$ cat config.mk
export PLATFORM = sky130hd
export DESIGN_NAME = uart_receiver
export DESIGN_NICKNAME = d
export VERILOG_FILES = /design/src/rtl/uart_receiver_pkg.sv /design/src/rtl/uart_receiver_tick_counter.sv /design/src/rtl/uart_receiver.sv
export SDC_FILE = /design/constraint.sdc
export NUM_CORES = 1
export LEC_CHECK = 0
export ABC_AREA = 1
export BUFFER_PORTS_ARGS = -buffer_cell sky130_fd_sc_hd__buf_2
export CORE_MARGIN = 4
export CORE_UTILIZATION = 45
export CTS_BUF_LIST = sky130_fd_sc_hd__clkbuf_16
export CTS_CLUSTER_DIAMETER = 50
export DETAILED_ROUTE_END_ITERATION = 8
export GPL_TIMING_DRIVEN = 0
export SLEW_MARGIN = 0
export SYNTH_ARGS = -nofsm -noshare
export SYNTH_HDL_FRONTEND = slang
export SYNTH_HIERARCHICAL = 1
export SYNTH_SLANG_ARGS = --single-unit
$ cat constraint.sdc
create_clock -name Clock -period 2.42 [get_ports Clock]
set_input_delay 0.484 -clock Clock [delete_from_list [all_inputs] [get_ports Clock]]
set_output_delay 0.484 -clock Clock [all_outputs]
set_load 0.05 [all_outputs]
$ cat src/rtl/uart_receiver_pkg.sv
// Shared definitions for the UART receive path: FSM state encoding and
// default link constants (50 MHz clock, 115200 baud, 16x oversampling).
package uart_pkg;

   localparam int UART_CLK_DIV    = 27;
   localparam int UART_OVERSAMPLE = 16;
   localparam int UART_DATA_BITS  = 8;

   // PARITY is only reachable when UART_RX_PARITY_EN is defined.
   typedef enum logic [2:0] {
      IDLE,
      START,
      DATA,
      PARITY,
      STOP,
      BREAK
   } rx_state_t;

endpackage

$ cat src/rtl/uart_receiver_tick_counter.sv
// Modulo-N counter with enable and synchronous clear. Wrap is a
// combinational one-cycle pulse in the enabled cycle that takes Q from
// N-1 back to 0. Clear takes priority over Enable.
module tick_counter #(
   parameter int N = 16
) (
   input  logic                 Clock,
   input  logic                 Reset,
   input  logic                 Enable,
   input  logic                 Clear,
   output logic [$clog2(N)-1:0] Q,
   output logic                 Wrap
);
   localparam int W = $clog2(N);
   localparam logic [W-1:0] LAST = W'(N - 1);

   // Count enabled cycles modulo N.
   always_ff @(posedge Clock) begin
      // NOTE: state registers use non-blocking assignments so every flop
      // samples pre-edge values, independent of block evaluation order.
      if (Reset || Clear) begin
         Q <= '0;
      end else if (Enable) begin
         Q <= (Q == LAST) ? '0 : Q + 1'b1;
      end
   end

   assign Wrap = Enable && (Q == LAST);

endmodule

$ cat src/rtl/uart_receiver.sv
// Oversampling UART receiver: 2-flop input synchronizer, baud tick
// generator, mid-bit sampling FSM, stop-bit check and one-cycle result
// strobes. Optional even parity bit is enabled by defining the macro
// UART_RX_PARITY_EN; without it ParityError is tied to 0.
module uart_receiver
   import uart_pkg::*;
#(
   parameter int CLK_DIV    = UART_CLK_DIV,
   parameter int OVERSAMPLE = UART_OVERSAMPLE,
   parameter int DATA_BITS  = UART_DATA_BITS
) (
   input  logic                 Clock,
   input  logic                 Reset,
   input  logic                 Rx,
   output logic [DATA_BITS-1:0] DataOut,
   output logic                 DataValid,
   output logic                 FrameError,
   output logic                 ParityError,
   output logic                 Busy
);
   localparam int SW = $clog2(OVERSAMPLE);
   localparam int BW = $clog2(DATA_BITS);
   localparam logic [SW-1:0] HALF_LAST = SW'(OVERSAMPLE / 2 - 1);
   localparam logic [BW-1:0] LAST_BIT  = BW'(DATA_BITS - 1);

   rx_state_t              state, state_next;
   logic                   rx_meta, rx_sync;
   logic                   tick;
   logic [$clog2(CLK_DIV)-1:0] div_q_unused;
   logic [SW-1:0]          samp_q;
   logic                   samp_wrap;
   logic [BW-1:0]          bit_cnt;
   logic [DATA_BITS-1:0]   shift_q;
   logic                   shift_en, load_out, valid_set, ferr_set;
`ifdef UART_RX_PARITY_EN
   logic                   par_en, perr_set, parity_bad;
`endif

   // Bring the asynchronous line into the clock domain; idle level is 1.
   always_ff @(posedge Clock) begin
      if (Reset) begin
         rx_meta <= 1'b1;
         rx_sync <= 1'b1;
      end else begin
         rx_meta <= Rx;
         rx_sync <= rx_meta;
      end
   end

   // Baud tick generator; held at 0 while idle so a frame starts phase-aligned.
   tick_counter #(.N(CLK_DIV)) u_baud (
      .Clock  (Clock),
      .Reset  (Reset),
      .Enable (1'b1),
      .Clear  (state == IDLE),
      .Q      (div_q_unused),
      .Wrap   (tick)
   );

   // Ticks within the current bit; restarts on every state change.
   tick_counter #(.N(OVERSAMPLE)) u_sample (
      .Clock  (Clock),
      .Reset  (Reset),
      .Enable (tick),
      .Clear  (state_next != state),
      .Q      (samp_q),
      .Wrap   (samp_wrap)
   );

   // FSM state register.
   always_ff @(posedge Clock) begin
      if (Reset) state <= IDLE;
      else       state <= state_next;
   end

   // Next-state and per-cycle datapath controls.
   always_comb begin
      // NOTE: every output gets a default first so no path leaves a
      // variable unassigned, which would otherwise infer a latch.
      state_next = state;
      shift_en   = 1'b0;
      load_out   = 1'b0;
      valid_set  = 1'b0;
      ferr_set   = 1'b0;
`ifdef UART_RX_PARITY_EN
      par_en     = 1'b0;
      perr_set   = 1'b0;
`endif
      case (state)
         IDLE: begin
            if (!rx_sync) state_next = START;
         end
         START: begin
            // Mid start bit: a high line here was only a glitch.
            if (tick && samp_q == HALF_LAST) state_next = rx_sync ? IDLE : DATA;
         end
         DATA: begin
            if (samp_wrap) begin
               shift_en = 1'b1;
`ifdef UART_RX_PARITY_EN
               if (bit_cnt == LAST_BIT) state_next = PARITY;
`else
               if (bit_cnt == LAST_BIT) state_next = STOP;
`endif
            end
         end
`ifdef UART_RX_PARITY_EN
         PARITY: begin
            if (samp_wrap) begin
               par_en     = 1'b1;
               state_next = STOP;
            end
         end
`endif
         STOP: begin
            if (samp_wrap) begin
               load_out = 1'b1;
               if (rx_sync) begin
`ifdef UART_RX_PARITY_EN
                  if (parity_bad) perr_set  = 1'b1;
                  else            valid_set = 1'b1;
`else
                  valid_set = 1'b1;
`endif
                  state_next = IDLE;
               end else begin
                  ferr_set   = 1'b1;
                  state_next = BREAK;
               end
            end
         end
         BREAK: begin
            // A held-low line must return high before a new start bit counts.
            if (rx_sync) state_next = IDLE;
         end
         default: state_next = IDLE;
      endcase
   end

   // Shift register, bit counter, output word and result strobes.
   always_ff @(posedge Clock) begin
      if (Reset) begin
         bit_cnt    <= '0;
         shift_q    <= '0;
         DataOut    <= '0;
         DataValid  <= 1'b0;
         FrameError <= 1'b0;
      end else begin
         DataValid  <= valid_set;
         FrameError <= ferr_set;
         if (state != DATA) bit_cnt <= '0;
         else if (shift_en) bit_cnt <= bit_cnt + 1'b1;
         if (shift_en) shift_q <= {rx_sync, shift_q[DATA_BITS-1:1]};
         if (load_out) DataOut <= shift_q;
      end
   end

`ifdef UART_RX_PARITY_EN
   // Even parity: the data bits plus the parity bit carry an even count of ones.
   always_ff @(posedge Clock) begin
      if (Reset) begin
         parity_bad  <= 1'b0;
         ParityError <= 1'b0;
      end else begin
         ParityError <= perr_set;
         if (state == START) parity_bad <= 1'b0;
         else if (par_en)    parity_bad <= (rx_sync != ^shift_q);
      end
   end
`else
   assign ParityError = 1'b0;
`endif

   assign Busy = (state != IDLE);

endmodule

==> flow_summary.rst <==
.. list-table::
   :header-rows: 1

   * - Metric
     - Value
   * - Cell area after placement
     - 0.00176 mm2
   * - RSZ-0062 raised after global routing
     - false
   * - Cell chosen for the clock root
     - clkbuf_16
   * - Worst-path maximum fanout
     - 7
   * - Full die area
     - between 0.004 and 0.005 mm2
   * - P_leak
     - 0.809 nW
   * - Capturing element type of the critical path
     - flop
   * - Die boundary height
     - between 60 and 70 um
   * - Crit-path most repeated cell
     - nand3_2
   * - Number of remaining DRC errors
     - 0
   * - Post-cts repair resize count
     - 0
   * - Utilization after layout
     - a little under three fifths
   * - CTS Sinks
     - 35
   * - Sequential fraction of the synthesis area
     - 42.9%
   * - Post-Synthesis Mean Instance Area
     - 7.70 um2
   * - Top library cells by usage in the layout, fill and taps aside
     - nand2_1 (39), dfxtp_1 (35), inv_1 (22), nor2_1 (20), a21oi_1 (20)
   * - Final-report max-slew violation count
     - 0
   * - Slowest CP cell
     - dfxtp_1
   * - # rows
     - 21
   * - Crit path launch type
     - flop
   * - Post-route setup TNS
     - 0 ns
   * - Detailed-routing iteration count for the pre-antenna-repair pass
     - 4
   * - Count of antenna diodes in the layout
     - 0
   * - Initial Utilization
     - 47.8%
   * - Total power per unit cell area
     - 695 mW/mm2
   * - FMAX
     - about 460 MHz
   * - Setup bufs post-CTS
     - 0
   * - CP bufs+invs
     - 3
   * - Met2 WL
     - 1400 um
   * - IO Port Bufs
     - 13
   * - Post-synthesis instance area
     - 0.00163 mm2
   * - Post-route cell area
     - 0.00193 mm2
   * - Number of flops mapped to enable cells by yosys
     - 0
   * - CTS max path bufs
     - 2
   * - Worst Path Required
     - 2.64 ns
   * - Via count of the first global-routing pass
     - 1257
   * - Placer Congestion
     - 0.865
   * - Share of final-layout standard cells stronger than drive strength 1
     - 21.3%
   * - DIE WIDTH
     - ~68 um
   * - Count of state elements after synthesis
     - 35
   * - Most common cell after layout, fill and taps aside
     - nand2_1
   * - Antenna violation net count after detailed routing
     - 0
   * - Pin count of the biggest net entering global routing
     - 12
   * - Most common flop cell mapped by yosys
     - dfxtp_1
   * - GR Overflow Total
     - 0
   * - Wire length on met3
     - 189 um
   * - Worst vdd rail ir drop
     - 0.579 mV
   * - Run status
     - completed
   * - Topmost layer with routed signal wires
     - met4
   * - Number of nets in the layout
     - 242
   * - Number of antenna violations at the first check in global routing
     - 0
   * - Insertion delay to the later sink of the worst-skew pair
     - 0.28 ns
   * - Drt first-iter violations
     - 76
   * - Number of cells produced by synthesis
     - approximately 210
   * - Max H-tree Level
     - 2
   * - Final routed wire length divided by cell count
     - 11.1 um
   * - Final Hold Fails
     - 0
   * - Largest stage delay, worst path
     - 0.35 ns
   * - CTS tree
     - done
   * - Class of the most critical hold timing path
     - in -> reg
   * - Period utilization
     - 90.1%
   * - Number of buffers inserted for hold repair after clock tree synthesis
     - 0
   * - Post-synthesis async set-or-reset flop share
     - 0%
   * - DRT met1 WL
     - 1480 um
   * - Maximum capacitance violations
     - 0
   * - DP Wirelength
     - 2280 um
   * - Clock input transition at the sequential cells of the worst setup and hold paths
     - about 0.050 ns
   * - Via count
     - 1346
   * - Number of top-level pins
     - 15
   * - Yosys synthesis warning count
     - 6
   * - Area delta synth->final
     - 18.3%
   * - Via density
     - 4.79
   * - Family with the most delay on the worst path
     - simple AND/OR/NAND/NOR gates
   * - Final number of setup-violating endpoints
     - 0
   * - Worst setup skew after layout
     - 0.00328 ns
   * - Global routing usage summed across all routing layers
     - 16.3%
   * - Global-route wire length before repair
     - 5490 um
   * - Period minus WS final
     - about 2.2 ns
   * - Sequence of cells on the critical path
     - inv_1 > ha_1 > nand3_2 > inv_2 > nand2_1 > nor2_2 > clkbuf_8 > o211ai_1 > nand3_2 > nand2_2 > nand3_2 > or2_4 > nor2_2 > nand2_1 > nor2_1
   * - Post-Route WL
     - 3110 um
   * - Std-Cell Core Area
     - ~0.0034 mm2
   * - Worst setup path class
     - reg -> reg
   * - Worst path arrival time
     - between 2 and 2.5 ns
   * - Number of distinct library cells after synthesis
     - 32
   * - TritonCTS buffer count
     - 5
-- registers in the layout (all words and copies together) (netlist names) --
name        cells
DataOut         8
DataValid       1
FrameError      1
bit_cnt         3
rx_meta         1
rx_sync         1
shift_q         8
state           3
u_baud/Q        5
u_sample/Q      4
-- per-layer routing --
metal	vias to the layer above	global-route usage [%]
li1	716	-
met4	0	7.69
met2	25	23.8
met5	-	0
met3	7	6.90
met1	598	20.6
-- per-stage QoR --
| step | hold slack, ns | std cells | power, W | setup slack (ns) |
|---|---|---|---|---|
| 2_1_floorplan | 0.389 | 214 | 0.000631 | 0.424 |
| 3_3_place_gp | 0.392 | 273 | 0.000641 | 0.242 |
| 3_5_place_dp | 0.402 | 273 | 0.000642 | 0.147 |
| 4_1_cts | 0.383 | 281 | 0.00136 | 0.142 |
| 5_1_grt | 0.394 | 281 | 0.00139 | 0.0312 |
| 6_report | 0.387 | 281 | 0.00134 | 0.240 |
-- logic make-up (layout without fill, tap and decap cells) --
logic type / Yosys count / in the layout / synth area share [%]
and+or+nand+nor: 98 / 98 / 29.8
AOI/OAI and AO/OA: 36 / 36 / 11.9
DFF: 35 / 35 / 42.9
buffers and inverters: 33 / 54 / 9.43
adders and majority gates: 5 / 5 / 3.83
xor gates and xnor gates: 3 / 3 / 1.61
other: 2 / 4 / 0.460
-- final timing paths --
path	start	endpoint	slack, ns	cells after the start
max	u_baud/Q[0]$_SDFFE_PP0P_	u_sample/Q[3]$_SDFFE_PP0P_	0.24	15
max reg2reg	u_baud/Q[0]$_SDFFE_PP0P_	u_sample/Q[3]$_SDFFE_PP0P_	0.24	15
min	Rx	rx_meta$_SDFF_PP1_	0.39	2
min reg2reg	rx_meta$_SDFF_PP1_	rx_sync$_SDFF_PP1_	0.41	1
-- cells in the mapped netlist (2+ instances only) --
cell type  count  share of area [%]
nor3_1         3               0.92
inv_1         23                5.3
o21bai_1       3                1.4
nor2_1        21                4.8
dfxtp_1       35                 43
a21oi_1       20                6.1
xnor2_1        2                1.1
inv_2          3               0.69
nand2_2        5                1.9
or2_2          2               0.77
buf_6          2                1.4
ha_1           5                3.8
clkbuf_1       2               0.46
conb_1         2               0.46
o21ai_0       10                3.1
nand3_2        5                3.1
nor3_2         3                1.8
nand2_1       39                9.0
nand3_1       14                4.3
-- where the power goes --
group	total, W	switching [W]	internal, W	leakage [nW]
Sequential	0.000583	0.00000384	0.000579	0.282
Combinational	0.0000489	0.0000330	0.0000159	0.445
Clock	0.000710	0.000230	0.000479	0.0812
-- worst reg2reg max path: stages, from the launching register on --
cell and delay (ns):
dfxtp_1 0.35, inv_1 0.07, ha_1 0.20, nand3_2 0.09
inv_2 0.07, nand2_1 0.08, nor2_2 0.06, clkbuf_8 0.16
o211ai_1 0.26, nand3_2 0.13, nand2_2 0.08, nand3_2 0.07
or2_4 0.27, nor2_2 0.10, nand2_1 0.05, nor2_1 0.07
-- final cells by class --
type | count | area, um2
Buffer | 7 | 56.3
Clock buffer | 5 | 125
Clock inverter | 3 | 38.8
Fill cell | 335 | 1490
Inverter | 26 | 97.6
Multi-Input combinational cell | 146 | 790
Sequential cell | 35 | 701
Tap cell | 46 | 57.6
Timing Repair Buffer | 13 | 65.1
(Power assumes the default switching activity.)
